### config.mk
export PLATFORM = sky130hd
export DESIGN_NAME = arbitro_escrita_registradores
export DESIGN_NICKNAME = d
export VERILOG_FILES = /design/src/rtl/arbitro_escrita_registradores.sv
export SDC_FILE = /design/constraint.sdc
export NUM_CORES = 1
export LEC_CHECK = 0
export BUFFER_PORTS_ARGS = -buffer_cell sky130_fd_sc_hd__buf_2
export CORE_UTILIZATION = 30
export CTS_CLUSTER_DIAMETER = 120
export CTS_CLUSTER_SIZE = 28
export DETAILED_ROUTE_END_ITERATION = 6
export GPL_TIMING_DRIVEN = 0
export SYNTH_ARGS = -nofsm -noshare
export SYNTH_HDL_FRONTEND = slang
export SYNTH_SLANG_ARGS = --single-unit
### constraint.sdc
create_clock -name clock -period 2.6 [get_ports clock]
set_clock_uncertainty 0.15 [all_clocks]
set_input_delay 0.26 -clock clock [delete_from_list [all_inputs] [get_ports clock]]
set_output_delay 0.26 -clock clock [all_outputs]
set_load 0.02 [all_outputs]
### src/rtl/arbitro_escrita_registradores.sv
// Register-file write-port arbiter.
// Three write requesters share the single register-file write port:
//   link (fixed target r31) > pipeline write-back > delayed load return,
// with a starvation escape that lifts the load return to top priority.
// A pending-load scoreboard tracks registers that still wait on memory
// and raises stall for RAW/WAW hazards seen in decode.
module arbitro_escrita_registradores #(
    parameter int STARVE_LIMIT = 4
) (
    input  logic        clock,
    input  logic        reset,
    input  logic        link_valid,
    input  logic [31:0] link_data,
    output logic        link_ready,
    input  logic        wb_valid,
    input  logic [4:0]  wb_addr,
    input  logic [31:0] wb_data,
    output logic        wb_ready,
    input  logic        mem_valid,
    input  logic [4:0]  mem_addr,
    input  logic [31:0] mem_data,
    output logic        mem_ready,
    input  logic        issue_valid,
    input  logic [4:0]  issue_addr,
    input  logic [4:0]  rs_addr,
    input  logic [4:0]  rt_addr,
    output logic        stall,
    output logic        rf_we,
    output logic [4:0]  rf_addr,
    output logic [31:0] rf_data
);

    localparam logic [2:0] LIMIT = 3'(STARVE_LIMIT);
    localparam logic [4:0] LINK_REG = 5'd31;

    logic [2:0]  starve_q, starve_d;
    logic [31:0] pending_q, pending_d;
    logic        rf_we_q, rf_we_d;
    logic [4:0]  rf_addr_q, rf_addr_d;
    logic [31:0] rf_data_q, rf_data_d;

    logic        link_gnt, wb_gnt, mem_gnt, mem_urgent;
    logic [4:0]  sel_addr;
    logic [31:0] sel_data;
    logic [31:0] set_vec, clr_vec;

    // Grant selection: starved load return first, then link > wb > mem.
    always_comb begin
        link_gnt   = 1'b0;
        wb_gnt     = 1'b0;
        mem_gnt    = 1'b0;
        mem_urgent = mem_valid && (starve_q == LIMIT);
        if (reset) begin
            mem_gnt = 1'b0;
        end else if (mem_urgent) begin
            mem_gnt = 1'b1;
        end else if (link_valid) begin
            link_gnt = 1'b1;
        end else if (wb_valid) begin
            wb_gnt = 1'b1;
        end else if (mem_valid) begin
            mem_gnt = 1'b1;
        end else begin
            mem_gnt = 1'b0;
        end
    end

    assign link_ready = link_gnt;
    assign wb_ready   = wb_gnt;
    assign mem_ready  = mem_gnt;

    // Write-port payload: r0 writes are accepted but never reach the file.
    always_comb begin
        sel_addr  = 5'd0;
        sel_data  = 32'd0;
        rf_we_d   = 1'b0;
        rf_addr_d = rf_addr_q;
        rf_data_d = rf_data_q;
        if (link_gnt) begin
            sel_addr = LINK_REG;
            sel_data = link_data;
        end else if (wb_gnt) begin
            sel_addr = wb_addr;
            sel_data = wb_data;
        end else if (mem_gnt) begin
            sel_addr = mem_addr;
            sel_data = mem_data;
        end else begin
            sel_addr = 5'd0;
            sel_data = 32'd0;
        end
        if ((link_gnt || wb_gnt || mem_gnt) && (sel_addr != 5'd0)) begin
            rf_we_d   = 1'b1;
            rf_addr_d = sel_addr;
            rf_data_d = sel_data;
        end else begin
            rf_we_d = 1'b0;
        end
    end

    // Starvation counter: counts denied load-return cycles, saturating.
    always_comb begin
        starve_d = 3'd0;
        if (mem_valid && !mem_gnt) begin
            if (starve_q >= LIMIT) begin
                starve_d = LIMIT;
            end else begin
                starve_d = starve_q + 3'd1;
            end
        end else begin
            starve_d = 3'd0;
        end
    end

    // Scoreboard update: a new issue wins over a same-cycle load return.
    always_comb begin
        set_vec   = 32'd0;
        clr_vec   = 32'd0;
        if (issue_valid && (issue_addr != 5'd0)) begin
            set_vec = 32'd1 << issue_addr;
        end else begin
            set_vec = 32'd0;
        end
        if (mem_gnt) begin
            clr_vec = 32'd1 << mem_addr;
        end else begin
            clr_vec = 32'd0;
        end
        pending_d = ((pending_q & ~clr_vec) | set_vec) & ~32'd1;
    end

    // Hazard detection against the current scoreboard contents.
    always_comb begin
        stall = 1'b0;
        if (reset) begin
            stall = 1'b0;
        end else begin
            stall = pending_q[rs_addr] | pending_q[rt_addr]
                  | (issue_valid & pending_q[issue_addr]);
        end
    end

    // State and registered write-port outputs.
    always_ff @(posedge clock) begin
        if (reset) begin
            starve_q  <= 3'd0;
            pending_q <= 32'd0;
            rf_we_q   <= 1'b0;
            rf_addr_q <= 5'd0;
            rf_data_q <= 32'd0;
        end else begin
            starve_q  <= starve_d;
            pending_q <= pending_d;
            rf_we_q   <= rf_we_d;
            rf_addr_q <= rf_addr_d;
            rf_data_q <= rf_data_d;
        end
    end

    assign rf_we   = rf_we_q;
    assign rf_addr = rf_addr_q;
    assign rf_data = rf_data_q;

endmodule
==> flow_summary.ini, run 1 <==
[outcome]
status = completed

[final_layout]
multi_input_area_um2 = 2570
utilization_pct = 41.9
area.sequential_um2 = 1440
diodes = 0
finalNetCount = 762
syn2layout_area_growth_pct = 34.2
design_area_um2 = 5610
fillers = 1348
drive_above_1_share_pct = 33.4
final_cells = 814

[worst_setup_path]
crit_path_end = stall
worstSetupPathType = primary input to output pin
r2r_cells = 10
cp.required_ns = 2.19
worstSetupStartpoint = rs_addr[1]
cp-end-kind = output pin
max_stage_delay_ns = 0.47
r2r_setup_slack_ns = 0.13
worstReg2RegEnd = rf_data[22]
slowest_stage = buf_1
worstPathCellList = buf_1 > mux2_1 > o311ai_0 > a311oi_1 > nor4_1 > a31oi_1 > buf_2
crit_path_start_kind = primary input
cp_max_fo = 9
arrival_ns = 2.14
reg2reg_from = starve_q[0]

[pwr]
internal_power_mw = 2.22
clkPwrFrac_pct = 41.1
p_sw_mw = 0.838
ir_worst_vdd_v = 0.000373
switching_share_pct = 27.4
p_per_area_nw_per_um2 = 545
power_mw = 3.06
leakagePower_nw = 2.46
seqPwrFrac_pct = 39.3
comb_power_share_pct = 19.6

[placement]
dp_hpwl_um = 11100
finalWeightedCongestion = 0.955
port_buffers = 159
post-place-ws_ns = -0.0716
placed_cells = 796
place_area_um2 = 5200

[floorplanning]
die-area_um2 = 14400
die-height_um = 120
start_util_pct = 31.2
num_io_pins = 169
core_area_um2 = 13400
num_rows = 42
die_x_um = 120

[global_route]
overflow = 0
grt_pass1_vias = 4388
grt_usage_pct = 19.8
antenna_found_initial = 0
grt_pass1_wl_um = 22500
grt_max_degree = 20

[route]
dr.pass1.iters = 6
ant_nets = 0
num_vias = 4458
wl_per_cell_um = 17.4
first_iter_violations = 359
finalWirelength_um = 14100
drc = 0
vias_per_cell = 5.48

[yosys]
syn_area_um2 = 4180
synthAdderAreaFrac_pct = 0.598
synth-seq-area-share_pct = 34.4
synth-edff-count = 0
avgSynthCellArea_um2 = 9.08
netlist_instances = 461
synth-xor-area-share_pct = 0
syn-num-nets = 590
synth-compound-area-share_pct = 19.6
synthFlopType = dfxtp_1
yosys.area_share.simple_pct = 19.6
yosysWarnings = 0
async_flop_share_pct = 0
synth-seq-cells = 72
synth_top_family_by_area = multiplexers
synth.area.mux_share_pct = 20.8
synth.distinct_cells = 41

[job]
maxCapViolCount = 0

[timing]
slew_violations = 0
final-setup-viol-count = 0
hold_violations = 0
tightestPinTransition_ns = 0.629
setup-tns-final_ns = 0
min_period_over_period_pct = 98.3
rsz0062_at_grt = false
period_needed_ns = 2.55
setup_slack_ns = 0.0455
fin_worst_hold_slack_ns = 0.0723
relSlewSlack_pct = 58.1
fmax_mhz = 391

[cts]
insertion_delay_ns = 0.33
max-clock-path-buffers = 2
hold_buffers = 0
cts_sinks = 72
ctsRootBufferMaster = clkbuf_16
htreeDepth = 3
cts_tree = yes
cts_made_buffers = 9
clkSlewWorstSetupHoldPaths_ns = 0.06

[hold_path]
worstHoldPathType = primary input to flip-flop
## critical path, delay by kind of cell
kind                   cells  cell delay, ns
buffers and inverters      2            0.66
AO/OA/AOI/OAI              3            0.63
AND/OR/NAND/NOR            1            0.20
multiplexers               1            0.39
## registers in the layout, summed over array words and instances, names as in the netlist
register	cells
rf_addr	5
rf_data	32
starve_q	3
pending_q	31
rf_we	1
## Yosys cell counts, drive strengths merged, types with 9 or more instances
master / number / area share, %
nand2b: 34 / 5.1
o21ai: 33 / 3.9
dfxtp: 72 / 34
clkbuf: 30 / 2.7
nand2: 39 / 3.5
a222oi: 32 / 7.7
mux2i: 60 / 14
a21oi: 37 / 4.4
inv: 9 / 0.81
nand3: 17 / 2.3
nor2: 13 / 1.2
mux4: 11 / 5.9
nor3b: 10 / 1.8
## how the worst min path moves through the flow
stage	start	endpoint	slack (ns)	cells after the start
floorplan	starve_q[0]	starve_q[0]	0.28	1
finish	mem_data[3]	rf_data[3]	0.07	3
CTS	mem_data[27]	rf_data[27]	0.06	3
detailed placement	rf_data[20]	rf_data[20]	0.31	2
global route	mem_data[25]	rf_data[25]	0.09	3
global placement	starve_q[0]	starve_q[0]	0.29	1
## area by class of cell
class                           instances  area share [%]
Multi-Input combinational cell        342            45.8
Timing Repair Buffer                  164            14.9
Clock buffer                           13            4.64
Tap cell                              176            3.92
Sequential cell                        72            25.7
Clock inverter                          3           0.713
Inverter                                9           0.602
Buffer                                 35            3.70
## layer usage
layer	track usage [%]	part of all wire [%]	vias to the layer above	routed length (um)
met4	10.1	2.9	0	403
met5	0	0	-	0
met3	4.42	8.8	29	1250
li1	-	-	2103	-
met2	31.6	46	227	6540
met1	24.9	42	2099	5930
## power by group through the flow
| stage | clock [mW] | combinational (mW) | sequential, mW |
|---|---|---|---|
| final | 1.26 | 0.600 | 1.20 |
| after global routing | 1.33 | 0.650 | 1.21 |
| after CTS | 1.28 | 0.579 | 1.20 |
| after detailed placement | 0 | 0.576 | 1.22 |
| after global placement | 0 | 0.566 | 1.22 |
| after floorplan | 0 | 0.278 | 1.29 |
## timing repair
action,4_1_cts,5_1_grt
pin swaps,0,5
setup endpoints to repair,33,34
hold endpoints to repair,0,0
setup buffers,0,4
gates cloned,0,1
gates resized for setup,9,28
## cell families after synthesis
kind of cell               Yosys count
and+or+nand+nor                    148
AOI/OAI and AO/OA                  119
muxes                               73
adders and majority gates            2
DFF                                 72
buffers and inverters               47
## cells in the final DEF, fill, tap and decap left out, types with 3 or more instances in the layout
cell | netlist | layout
buf_1 | 2 | 3
nor2_1 | 13 | 13
nor2b_1 | 8 | 8
a222oi_1 | 32 | 32
a22oi_1 | 3 | 3
nand3b_1 | 3 | 3
mux2i_1 | 60 | 59
buf_2 | 3 | 161
inv_1 | 9 | 9
a21oi_1 | 37 | 37
nand2b_1 | 34 | 34
nor4_1 | 3 | 3
o21ai_1 | 33 | 33
a221o_1 | 5 | 5
buf_4 | 0 | 7
nand3_1 | 16 | 16
clkbuf_16 | 0 | 9
dfxtp_1 | 72 | 71
clkbuf_1 | 30 | 19
mux4_2 | 11 | 11
nor3_1 | 6 | 6
nand2_1 | 39 | 39
clkbuf_2 | 0 | 5
buf_12 | 0 | 3
nor3b_1 | 10 | 9
(Power assumes the default switching activity.)
==> inputs of run 2 (changes only) <==
--- a/config.mk
+++ b/config.mk
@@ -6,6 +6,7 @@
 export NUM_CORES = 1
 export LEC_CHECK = 0
 export BUFFER_PORTS_ARGS = -buffer_cell sky130_fd_sc_hd__buf_2
+export CORE_ASPECT_RATIO = 1.4
 export CORE_UTILIZATION = 30
 export CTS_CLUSTER_DIAMETER = 120
 export CTS_CLUSTER_SIZE = 28
==> run 2 against run 1 <==
  * The run now ends with design-rule violations left
  * Critical path depth up 3
  * Routed wire length up 2.3%
  * Fmax up 2.1%
  * Via count down 0.54%
  * Die area about the same
  * Largest cell class unchanged
  * Global-route usage up 0.29 points
  * Sequential power about the same
  * Setup slack better by 0.054 ns
  * First-iteration DRC count down 30%
  * Total power down 4.1%
  * Clock power down 11%
==> flow_summary.ini, run 2 (synthesis gave the netlist of run 1 again) <==
[worst_setup_path]
worstSetupPathType = flip-flop to flip-flop
cp-end-kind = flip-flop
cp.required_ns = 2.65
crit_path_start_kind = flip-flop
r2r_setup_slack_ns = 0.1
arrival_ns = 2.55
cp_max_fo = 8

[timing]
setup-tns-final_ns = 0
tightestPinTransition_ns = 0.627
final-setup-viol-count = 0
min_period_over_period_pct = 96.2
fin_worst_hold_slack_ns = 0.0628
slew_violations = 0
hold_violations = 0
period_needed_ns = 2.50
fmax_mhz = 400
relSlewSlack_pct = 57.9
setup_slack_ns = 0.0991

[final_layout]
fillers = 1399
finalNetCount = 766
syn2layout_area_growth_pct = 35.2
largest_reg_flops = 32
final_cells = 824
drive_above_1_share_pct = 34.1
diodes = 0
final_cell_mix = buf_2 (160), dfxtp_1 (71), mux2i_1 (60)
final_common_cell = buf_2

[cts]
cts_made_buffers = 9
max-clock-path-buffers = 2
cts_sinks = 72
cts_tree = yes
clkSlewWorstSetupHoldPaths_ns = 0.06
insertion_delay_ns = 0.33
htreeDepth = 3
ctsRootBufferMaster = clkbuf_16
hold_buffers = 0

[pwr]
leakagePower_nw = 2.50
p_per_area_nw_per_um2 = 519
ir_worst_vdd_v = 0.000303
power_mw = 2.94

[route]
first_iter_violations = 250
wl_met2_um = 7360
top_layer = met5
wl_per_cell_um = 17.5
routed-wl-met3_um = 1130
num_vias = 4434
wl_met1_um = 5540
drc = 4
dr.pass1.iters = 7
ant_nets = 0
finalWirelength_um = 14400
vias_per_cell = 5.38

[outcome]
status = complete, but fails checks
violations = design-rule violations

[placement]
post-place-ws_ns = -0.0770
dp_hpwl_um = 11400
finalWeightedCongestion = 0.868
port_buffers = 159
placed_cells = 802

[global_route]
grt_pass1_wl_um = 22400
grt_usage_pct = 20.1
grt_pass1_vias = 4434
grt_max_degree = 20
overflow = 0
antenna_found_initial = 1

[hold_path]
worstHoldPathType = primary input to flip-flop

[floorplanning]
die-height_um = 142
num_rows = 50
core_area_um2 = 13500
start_util_pct = 31.0
die_x_um = 102
num_io_pins = 169
die-area_um2 = 14400

[job]
maxCapViolCount = 0
==> run 2: final timing paths <==
kind,startpoint,to,cells past startpoint
setup / recovery,starve_q[0],rf_data[21],10
hold / removal,mem_data[27],rf_data[27],3
setup reg to reg,starve_q[0],rf_data[21],10
hold reg to reg,starve_q[0],starve_q[0],1
==> run 2: timing repair <==
action | CTS | global route
pin swaps | 0 | 7
endpoints found under the setup margin | 33 | 36
gates resized for setup | 8 | 37
setup buffers | 0 | 6
cloned | 0 | 3
==> run 2: layout make-up <==
type,count,area [um^2],area share (%)
buffer,35,210,3.72
clock buffer,12,246,4.36
timing repair buffer,168,905,16.0
tap,182,228,4.02
multi-input combinational,342,2570,45.5
sequential,72,1440,25.5
clock inverter,4,20.0,0.354
inverter,9,33.8,0.597
==> run 2: where the power goes <==
| group | internal [mW] | total (mW) | leakage (nW) | switching (mW) |
|---|---|---|---|---|
| Sequential | 1.17 | 1.20 | 0.590 | 0.0358 |
| Combinational | 0.279 | 0.617 | 1.77 | 0.338 |
| Clock | 0.665 | 1.12 | 0.136 | 0.451 |
| Total | 2.11 | 2.94 | 2.50 | 0.825 |
==> run 2: routing by layer <==
| metal | up-vias | GRT usage [%] |
|---|---|---|
| li1 | 2112 | - |
| met3 | 39 | 5.32 |
| met2 | 197 | 35.5 |
| met1 | 2084 | 22.2 |
| met4 | 2 | 9.02 |
| met5 | - | 0 |
==> run 2: critical path: stages, from the launching register on <==
cell and delay, ns:
dfxtp_2 0.33, inv_2 0.07, ha_4 0.14, and3_4 0.21, nor4b_4 0.06, buf_4 0.17
a221o_1 0.41, nor3_4 0.27, nand3_4 0.22, clkbuf_16 0.23, mux2i_1 0.11
==> run 2: stage by stage <==
stage | instance area, um^2 | utilization [%]
after detailed placement | 5210 | 38.5
final | 5660 | 41.9
after global placement | 5210 | 38.5
after floorplan | 4180 | -
after global routing | 5660 | 41.9
after CTS | 5480 | 40.6
==> inputs of run 3 (changes only) <==
==> constraint.sdc (replaced) <==
create_clock -name clock -period 2.6 [get_ports clock]
set_clock_uncertainty 0.15 [all_clocks]
set_input_delay 0.26 -clock clock [delete_from_list [all_inputs] [get_ports clock]]
set_output_delay 0.26 -clock clock [all_outputs]
set_load 0.01 [all_outputs]
==> run 3 against run 2 <==
  * The run now ends clean
  * Sequential cell count did not move
  * Routed wire length barely moved
  * Clock power barely moved
  * Fmax barely moved
  * Setup slack got worse by 0.00084 ns
  * Largest cell class unchanged
  * Largest power group unchanged
==> flow_summary.ini, run 3 (synthesis gave the netlist of run 1 again) <==
[final_layout]
design_area_um2 = 5660
finalNetCount = 766
syn2layout_area_growth_pct = 35.2
final_cells = 824
drive_above_1_share_pct = 34.1
diodes = 0
final_common_cell = buf_2
fillers = 1399
utilization_pct = 41.9
largest_reg_flops = 32
final_cell_mix = buf_2 (161), dfxtp_1 (71), mux2i_1 (60)

[cts]
max-clock-path-buffers = 2
cts_tree = yes
cts_made_buffers = 9
cts_sinks = 72
clkSlewWorstSetupHoldPaths_ns = 0.06
ctsRootBufferMaster = clkbuf_16
hold_buffers = 0
insertion_delay_ns = 0.33
htreeDepth = 3

[placement]
port_buffers = 159
placed_cells = 802
dp_hpwl_um = 11400
finalWeightedCongestion = 0.868
place_area_um2 = 5210
post-place-ws_ns = -0.0724

[floorplanning]
die-height_um = 142
start_util_pct = 31.0
num_rows = 50
die-area_um2 = 14400
die_x_um = 102
core_area_um2 = 13500
num_io_pins = 169

[worst_setup_path]
cp-end-kind = flip-flop
crit_path_start_kind = flip-flop
arrival_ns = 2.55
cp.required_ns = 2.65
cp_max_fo = 8
worstSetupPathType = flip-flop to flip-flop
r2r_setup_slack_ns = 0.1

[pwr]
ir_worst_vdd_v = 0.000300
leakagePower_nw = 2.50
p_per_area_nw_per_um2 = 511
power_mw = 2.89

[hold_path]
worstHoldPathType = primary input to flip-flop

[global_route]
grt_pass1_wl_um = 22400
grt_pass1_vias = 4434
grt_usage_pct = 20.1
grt_max_degree = 20
overflow = 0
antenna_found_initial = 1

[route]
first_iter_violations = 236
finalWirelength_um = 14500
drc = 0
wl_per_cell_um = 17.5
vias_per_cell = 5.37
dr.pass1.iters = 6
num_vias = 4427
ant_nets = 0

[timing]
period_needed_ns = 2.50
fmax_mhz = 400
slew_violations = 0
hold_violations = 0
tightestPinTransition_ns = 0.633
fin_worst_hold_slack_ns = 0.0638
min_period_over_period_pct = 96.2
final-setup-viol-count = 0
relSlewSlack_pct = 57.5
setup-tns-final_ns = 0
setup_slack_ns = 0.0983

[outcome]
status = completed

[job]
maxCapViolCount = 0
-- run 3: where the power goes --
group	leakage, nW	total, mW	switching [mW]	internal (mW)
Combinational	1.77	0.574	0.295	0.278
Sequential	0.590	1.20	0.0357	1.17
Clock	0.136	1.12	0.450	0.665
-- run 3: final cells by class --
| class | instances | area, um^2 | area share, % |
|---|---|---|---|
| inverter | 9 | 33.8 | 0.597 |
| clock inverter | 4 | 20.0 | 0.354 |
| multi-input combinational | 342 | 2570 | 45.5 |
| timing repair buffer | 168 | 902 | 16.0 |
| tap | 182 | 228 | 4.03 |
| clock buffer | 12 | 246 | 4.36 |
| buffer | 35 | 210 | 3.72 |
| sequential | 72 | 1440 | 25.5 |
-- run 3: worst max-delay path, cell delays in order (launching register included) --
cell	delay, ns
dfxtp_2	0.33
inv_2	0.07
ha_4	0.14
and3_4	0.21
nor4b_4	0.06
buf_4	0.17
a221o_1	0.41
nor3_4	0.27
nand3_4	0.22
clkbuf_16	0.23
mux2i_1	0.11
-- run 3: final timing paths --
kind / start / end / cells after the start
max: starve_q[0] / rf_data[21] / 10
min: mem_data[27] / rf_data[27] / 3
max reg2reg: starve_q[0] / rf_data[21] / 10
min reg2reg: starve_q[0] / starve_q[0] / 1
-- run 3: routing by layer --
metal	vias to the layer above	share of wire (%)	GRT usage [%]	wire, um
li1	2105	-	-	-
met1	2083	38	22.2	5530
met2	203	51	35.5	7400
met3	34	7.8	5.32	1130
met4	2	2.5	9.02	368
met5	-	0.090	0	13
-- run 3: what timing repair did --
action / CTS / global route
resized for setup: 8 / 35
endpoints found under the setup margin: 33 / 36
pin swaps: 0 / 7
gates cloned: 0 / 3
buffers inserted: 0 / 6
